<file path="src/rtl/block_spawn_scheduler.sv">
// rtl/block_spawn_scheduler.sv - beat-driven falling-block spawn sequencer with four-slot allocation
// Optional overflow lane FIFO is built when SPAWN_FIFO_EN is defined.
module block_spawn_scheduler #(
    parameter int NUM_SLOTS  = 4,
    parameter int LAST_BEAT  = 95,
    parameter int FIRST_BEAT = 6
) (
    input  logic                 clk,
    input  logic                 rst_n,
    input  logic                 restart,
    input  logic                 pause,
    input  logic [1:0]           level,
    input  logic [6:0]           beat_cnt,
    input  logic [NUM_SLOTS-1:0] slot_done,
    output logic                 spawn_valid,
    output logic [1:0]           spawn_slot,
    output logic [1:0]           spawn_lane,
    output logic [NUM_SLOTS-1:0] slot_busy,
    output logic [7:0]           drop_cnt,
    output logic                 end_game
);

    localparam logic [6:0] FIRST_B = 7'(FIRST_BEAT);
    localparam logic [6:0] LAST_B  = 7'(LAST_BEAT);

    typedef enum logic [1:0] {IDLE, RUN, PAUSED, DONE} state_t;

    state_t               state_q, state_d;
    logic [6:0]           pre_beat_q;
    logic [NUM_SLOTS-1:0] busy_q, busy_d;
    logic                 spawn_valid_q, spawn_valid_d;
    logic [1:0]           spawn_slot_q, spawn_slot_d;
    logic [1:0]           spawn_lane_q, spawn_lane_d;
    logic [7:0]           drop_q, drop_d;
    logic                 end_game_q, end_game_d;

    logic       advance, spawn_en, step_hit, req;
    logic       have_free, issue, drop, fifo_empty;
    logic [1:0] free_idx, req_lane, issue_lane;

    assign advance  = beat_cnt > pre_beat_q;
    assign spawn_en = (state_q == RUN) && !pause;
    assign req_lane = beat_cnt[2:1];

    always_comb begin
        step_hit = 1'b0;
        case (level)
            2'd0:    step_hit = (beat_cnt % 7'd6) == 7'd0;
            2'd1:    step_hit = beat_cnt[1:0] == 2'd0;
            default: step_hit = beat_cnt[0] == 1'b0;
        endcase
    end

    assign req = advance && spawn_en && step_hit &&
                 (beat_cnt >= FIRST_B) && (beat_cnt <= LAST_B);

    // Registered busy only: a slot finishing this cycle is not reusable until next cycle.
    always_comb begin
        have_free = 1'b0;
        free_idx  = 2'd0;
        for (int i = NUM_SLOTS - 1; i >= 0; i--) begin
            if (!busy_q[i]) begin
                have_free = 1'b1;
                free_idx  = 2'(i);
            end
        end
    end

`ifdef SPAWN_FIFO_EN
    logic [1:0] fifo_mem_q [4];
    logic [1:0] rd_q, rd_d, wr_q, wr_d;
    logic [2:0] cnt_q, cnt_d;
    logic       pop, push, push_ok;

    // Pending requests keep priority so lanes come out in arrival order.
    always_comb begin
        pop        = spawn_en && (cnt_q != 3'd0) && have_free;
        push       = req && ((cnt_q != 3'd0) || !have_free);
        push_ok    = push && (cnt_q != 3'd4);
        drop       = push && (cnt_q == 3'd4);
        issue      = pop || (req && (cnt_q == 3'd0) && have_free);
        issue_lane = pop ? fifo_mem_q[rd_q] : req_lane;
        fifo_empty = cnt_q == 3'd0;
        rd_d       = pop ? rd_q + 2'd1 : rd_q;
        wr_d       = push_ok ? wr_q + 2'd1 : wr_q;
        cnt_d      = cnt_q + 3'(push_ok) - 3'(pop);
    end

    always_ff @(posedge clk) begin
        if (push_ok) fifo_mem_q[wr_q] <= req_lane;
    end

    always_ff @(posedge clk or negedge rst_n) begin
        if (!rst_n) begin
            rd_q  <= 2'd0;
            wr_q  <= 2'd0;
            cnt_q <= 3'd0;
        end else if (restart) begin
            rd_q  <= 2'd0;
            wr_q  <= 2'd0;
            cnt_q <= 3'd0;
        end else begin
            rd_q  <= rd_d;
            wr_q  <= wr_d;
            cnt_q <= cnt_d;
        end
    end
`else
    always_comb begin
        issue      = req && have_free;
        drop       = req && !have_free;
        issue_lane = req_lane;
        fifo_empty = 1'b1;
    end
`endif

    always_comb begin
        busy_d        = busy_q & ~slot_done;
        spawn_valid_d = 1'b0;
        spawn_slot_d  = spawn_slot_q;
        spawn_lane_d  = spawn_lane_q;
        drop_d        = drop_q;
        state_d       = state_q;

        if (issue) begin
            spawn_valid_d    = 1'b1;
            spawn_slot_d     = free_idx;
            spawn_lane_d     = issue_lane;
            busy_d[free_idx] = 1'b1;
        end
        if (drop && (drop_q != 8'hff)) drop_d = drop_q + 8'd1;

        case (state_q)
            IDLE:   if (advance) state_d = RUN;
            RUN: begin
                if (pause)
                    state_d = PAUSED;
                else if ((beat_cnt > LAST_B) && (busy_q == '0) && fifo_empty)
                    state_d = DONE;
            end
            PAUSED: if (!pause) state_d = RUN;
            DONE:   state_d = DONE;
            default: state_d = IDLE;
        endcase

        end_game_d = state_d == DONE;
    end

    always_ff @(posedge clk or negedge rst_n) begin
        if (!rst_n) begin
            state_q       <= IDLE;
            pre_beat_q    <= 7'd0;
            busy_q        <= '0;
            spawn_valid_q <= 1'b0;
            spawn_slot_q  <= 2'd0;
            spawn_lane_q  <= 2'd0;
            drop_q        <= 8'd0;
            end_game_q    <= 1'b0;
        end else if (restart) begin
            state_q       <= IDLE;
            pre_beat_q    <= 7'd0;
            busy_q        <= '0;
            spawn_valid_q <= 1'b0;
            spawn_slot_q  <= 2'd0;
            spawn_lane_q  <= 2'd0;
            drop_q        <= 8'd0;
            end_game_q    <= 1'b0;
        end else begin
            state_q       <= state_d;
            pre_beat_q    <= beat_cnt;
            busy_q        <= busy_d;
            spawn_valid_q <= spawn_valid_d;
            spawn_slot_q  <= spawn_slot_d;
            spawn_lane_q  <= spawn_lane_d;
            drop_q        <= drop_d;
            end_game_q    <= end_game_d;
        end
    end

    assign spawn_valid = spawn_valid_q;
    assign spawn_slot  = spawn_slot_q;
    assign spawn_lane  = spawn_lane_q;
    assign slot_busy   = busy_q;
    assign drop_cnt    = drop_q;
    assign end_game    = end_game_q;

endmodule

</file>
<file path="config.mk">
export PLATFORM = sky130hd
export DESIGN_NAME = block_spawn_scheduler
export DESIGN_NICKNAME = d
export VERILOG_FILES = /design/src/rtl/block_spawn_scheduler.sv
export SDC_FILE = /design/constraint.sdc
export NUM_CORES = 1
export LEC_CHECK = 0
export ABC_AREA = 1
export ABC_CLOCK_PERIOD_IN_PS = 3450
export BUFFER_PORTS_ARGS = -buffer_cell sky130_fd_sc_hd__buf_4
export CORE_ASPECT_RATIO = 0.9
export CORE_UTILIZATION = 50
export CTS_BUF_LIST = sky130_fd_sc_hd__clkbuf_4 sky130_fd_sc_hd__clkbuf_8 sky130_fd_sc_hd__clkbuf_16
export CTS_CLUSTER_SIZE = 10
export DETAILED_ROUTE_END_ITERATION = 10
export PLACE_DENSITY = 0.74
export SLEW_MARGIN = 20
export SYNTH_ARGS = -nofsm -noshare
export SYNTH_HDL_FRONTEND = slang
export SYNTH_SLANG_ARGS = --single-unit
</file>
<file path="constraint.sdc">
create_clock -name clk -period 3.45 [get_ports clk]
set_input_delay 0.345 -clock clk [delete_from_list [all_inputs] [get_ports clk]]
set_output_delay 0.345 -clock clk [all_outputs]
set_load 0.01 [all_outputs]
</file>
# Word-level counts from Yosys, hierarchy flattened
# Cells that the tools add are included.
# op_classes
mux,29
n_div,1
eq_ne,6
order_cmp,6
add_sub_neg,1
n_bitwise,4
n_reduce_logical,19
# op_table
op,count
$mux 2,13
$mux 8,2
$logic_and 1x1->1,10
$add 8x1->8 const B,1
$mux 1,8
$mux 4,2
$ne 8x8->1 const B,1
$pmux 2 s4,1
$ge 7x3->1 const B,1
$gt 7x7->1,1
$gt 7x7->1 const B,1
$le 7x7->1 const B,1
$logic_not 7->1,1
$mod 7x3->7 const B,1
$mux 7,1
$eq 2x2->1 const B,3
$logic_not 2->1,3
$and 4x4->4,1
$eq 2x1->1 const B,2
$logic_not 4->1,1
$not 4->4,1
$or 4x4->4,1
$reduce_bool 2->1,2
$lt 2x3->1 const B,1
5 further kinds,6
# totals
out_inout_bits,18
in_bits,17
reg_bits,27

# Depth between registers and ports, before layout
# logic_depth
ltp_word,11
depth_mapped,20
mapped_depth_nobuf,20

# Worst setup path after synthesis
# OpenSTA, ideal clock, no wires.
# synth_timing
path_kind,input to register
start,input beat_cnt[4]
end,"register drop_q[2], in the netlist drop_cnt[2]"
arrival_time_ns,2.198
required_ns,3.384
path_stages,20
slack_ns,1.187
cell_sequence,inv_1 -> nand3_1 -> nand2_1 -> nand2_2 -> nand2_2 -> nand2_1 -> nand2_1 -> nand3_1 -> inv_1 -> ha_1 -> or2_2 -> nor2_1 -> nand4_1 -> nand3_1 -> nand2_2 -> nand2_4 -> nand3_4 -> nand2_4 -> nand2_1 -> nand2_1
# synth_via
elab_chain_len,9
# synth_rtl
item,line_no,text
"start, declared",13,"input logic [6:0] beat_cnt,"
$mod 7x3->7,48,2'd0: step_hit = (beat_cnt % 7'd6) == 7'd0;
$logic_not 7->1,48,
$pmux 1 s2,47,case (level)
$logic_and 1x1->1 (2 in a row),54,assign req = advance && spawn_en && step_hit &&
$logic_and 1x1->1 (*),55,(beat_cnt >= FIRST_B) && (beat_cnt <= LAST_B);
$logic_and 1x1->1 (*),111,drop = req && !have_free;
$logic_and 1x1->1 (*),131,if (drop && (drop_q != 8'hff)) drop_d = drop_q + 8'd1;
$reduce_bool 2->1 (no source line) (*),-,
"end signal, assigned",175,drop_q <= drop_d;
"end, declared",34,"logic [7:0] drop_q, drop_d;"
# Mark *: on every way between the ends. The rest lies on a longest branch, timed or not.
# A chain may end at the register's enable or synchronous reset.

# Worst setup path after layout
# layout_timing
start,input beat_cnt[5]
end,"register drop_q[4], in the netlist drop_cnt[4]"
# Same word-level chain as after synthesis.

==> results by group <==
Synthesis
  – Synthesized area: 1690 µm²
  – Avg Cell Area, Syn: 7.67 µm²
  – Synth cell types: 31
  – Most numerous cell in the Yosys netlist: nand2_1
  – Post-Syn Nets: 246
  – Commonest cells in the netlist: nand2_1, nor2_1, dfrtp_1
  – Yosys reg bits: 27
  – Share of the synthesized area in the top cell type: 40.1%
  – Async set or reset register ratio after synthesis: 100%
  – Post-synth EDFFs: 0
  – Top cells by area, synth: dfrtp_1, nand2_1, nand3_1
  – Synth warn: 0
  – Ys flop type: dfrtp_1
  – Cells after Synth: 220
  – Seq/Total Area, Yosys: 40.1%
  – Yosys top cell by area: dfrtp_1

Final layout
  – Post-route cell area: 2040 µm²
  – Layout Utilization: 64.9%
  – Final nets: 282
  – Fraction of layout cells with a size suffix above 1: 22.7%
  – Layout overhead on the synthesized area: 20.8%
  – Diode count: 0
  – Finished Layout Cells: 297

Floorplanning
  – Die Area: 3610 µm²
  – Die Ht: 57.1 µm
  – Ports: 35
  – Cell Rows: 19
  – Die Width: 63.2 µm
  – Core area: 3140 µm²
  – Initial core utilization: 53.7%

Setup path
  – Crit-path most repeated cell: nand2_1
  – Setup CP Type: primary input to flop
  – Worst R2R Path Depth: 10
  – Slowest CP cell: or2_2
  – Worst EP arrival: 2580 ps
  – Instance count on the critical path: 20
  – Worst path bufs/invs: 3
  – Crit-path max FO: 9
  – Worst EP required: 3660 ps
  – Worst path top cell family by delay: simple AND/OR/NAND/NOR gates
  – Worst stage delay on the critical path: 300 ps
  – Setup crit start kind: primary input
  – Crit path cell chain: buf_4 -> inv_2 -> nand2_1 -> nand2_1 -> nand4_2 -> nand2_1 -> nand2_1 -> nand3_1 -> inv_1 -> ha_1 -> or2_2 -> nor2_1 -> nand4_1 -> nand3_1 -> nand2_2 -> nand2_4 -> nand3_4 -> nand2_4 -> nand2_1 -> nand2_1
  – Crit end category: flop

STA
  – Tmin final: 2370 ps
  – Slew Limit Fails: 0
  – Clock Skews: 3.98 ps
  – Slew @ Worst Pin: 385 ps
  – Max Clk Rate: 0.422 GHz
  – Rel. slew slack: 74.2%
  – Final TNS setup: 0 ps
  – PnR worst setup slack: 1080 ps
  – RSZ-0062 raised after global routing: no
  – Period Utilization, post-route: 68.7%
  – Final setup fails: 0
  – Final Hold Viols: 0

Pwr
  – Peak VDD IR: 0.313 mV
  – Switch Pwr: 191 µW
  – Leak Pwr: 0.00106 µW
  – Comb power frac: 21.3%
  – Power Internal: 470 µW
  – Clock Power Share: 27.0%
  – PwrDens: 325 nW/µm²
  – Seq pwr share: 51.7%
  – Sw Share: 28.9%

Placement
  – DP Area: 1980 µm²
  – PortBufs: 34
  – Hpwl dp: 2680 µm
  – DP Worst Slack: 815 ps
  – Placed Instances: 292
  – Routability cong.: 0.823

Routing
  – Vias per inst: 5.17
  – WL/cell: 11.8 µm
  – Routed WL: 3500 µm
  – DRC: 0
  – Post-DRT Antenna Nets: 0
  – Pre-Repair DR Iteration Count: 4
  – Total number of vias: 1535
  – Drt first-iter violations: 79

Worst hold path
  – Hold Path Depth: 4
  – HP Class: primary input to flop

CTS
  – Clk_lat worst skew: 270 ps
  – Post-cts resize count: 0
  – TritonCTS buffer count: 3
  – Clock sinks: 27
  – Post-CTS setup buffers: 0
  – TritonCTS clock tree: done
  – Clk pin slew, worst setup/hold paths: 90 ps
  – H-tree level count: 1
  – Root Buffer: clkbuf_8
  – Longest Clk Path Bufs: 2

Run status
  – Status: completed

Global routing
  – Largest net degree at the start of global routing: 28
  – Global Route Usage Sum: 21.1%
  – Grt total ovfl: 0
  – Initial antenna violation count: 0
  – Vias in the first global route: 1346
  – First-pass GRT wire length: 5970 µm

Flow run
  – Max-cap viol count: 0
[cell type report]
cell class / count / area [µm²]
fillers: 301 / 1100
well taps: 42 / 52.6
flip-flops and latches: 27 / 676
repair buffers: 35 / 265
inverters: 29 / 109
clock inverters: 1 / 7.51
multi-input cells: 160 / 886
clock buffers: 3 / 41.3
[repair_timing]
| item | 4_1_cts | 5_1_grt |
|---|---|---|
| setup endpoints to repair | 0 | 0 |
| endpoints found under the hold margin | 27 | 0 |
| hold buffers | 1 | 0 |
[worst register-to-register path, stage by stage (launching register included)]
cell and delay (ps):
dfrtp_1 330, inv_1 40, ha_1 300, nand4_1 140, a21oi_1 140, o22ai_1 130, nor3_4 370, nand3_4 190
nand2_4 150, nand2_1 70, nand2_1 60
[cells by family after synthesis]
kind of cell / count (synthesis) / share of synthesized area, %
DFF: 27 / 40.1
adders and majority gates: 9 / 6.68
buffers and inverters: 33 / 7.42
xor gates and xnor gates: 4 / 2.08
and+or+nand+nor: 128 / 37.4
AOI/OAI and AO/OA: 19 / 6.38
[state kept, by name, indices dropped and copies added (netlist names)]
signal and cells:
drop_cnt 8, pre_beat_q 7, slot_busy 4, spawn_lane 2, spawn_slot 2, state_q 2
end_game 1, spawn_valid 1
[power groups by stage]
stage / logic (µW) / clock network [µW] / registers, µW
3_5_place_dp: 141 / 0 / 348
3_3_place_gp: 139 / 0 / 348
2_1_floorplan: 83.9 / 0 / 350
4_1_cts: 142 / 190 / 342
5_1_grt: 160 / 199 / 344
6_report: 141 / 179 / 342
[final timing paths]
| path | endpoint | slack (ps) | startpoint |
|---|---|---|---|
| setup / recovery | drop_cnt[4] | 1080 | beat_cnt[5] |
| hold reg to reg | spawn_slot[1] | 520 | spawn_slot[1] |
| min in group asynchronous | pre_beat_q[0] | 510 | rst_n |
| max in group asynchronous | spawn_lane[1] | 2680 | rst_n |
| setup reg to reg | drop_cnt[4] | 1470 | pre_beat_q[6] |
| hold / removal | slot_busy[2] | 300 | slot_done[2] |
[routing by layer]
metal	track usage, %	vias up	wire length, µm
met5	0	-	0
met3	4.00	2	199
li1	-	791	-
met2	30.4	37	1430
met4	3.90	0	17
met1	32.9	705	1850
[stage by stage]
step / hold WS, ps / total power [µW]
after global placement: 277 / 487
after detailed placement: 282 / 489
final: 299 / 662
after CTS: 291 / 674
after global routing: 330 / 702
after floorplan: 49.4 / 433
[cells in the final DEF, fill, tap and decap left out]
cell / count
nand3_1: 26
nand2_4: 2
a21oi_1: 8
xor2_1: 3
xnor2_1: 1
a31o_1: 1
dfrtp_1: 27
nand4_2: 1
o22ai_1: 1
nand3b_1: 1
o21a_1: 1
nor4_1: 2
buf_4: 34
nand3_4: 2
clkinvlp_4: 1
ha_1: 9
a31oi_1: 2
nor2_1: 29
clkbuf_8: 3
dlygate4sd3_1: 1
nand2_1: 47
inv_1: 21
inv_2: 7
nand2_2: 3
nor3_1: 4
nand3_2: 2
a21boi_1: 1
or2_2: 2
o21ai_0: 2
o21ai_1: 3
nand4_1: 6
clkinv_1: 1
nor3_4: 1
Note: power is estimated with default switching activity, not from simulation.
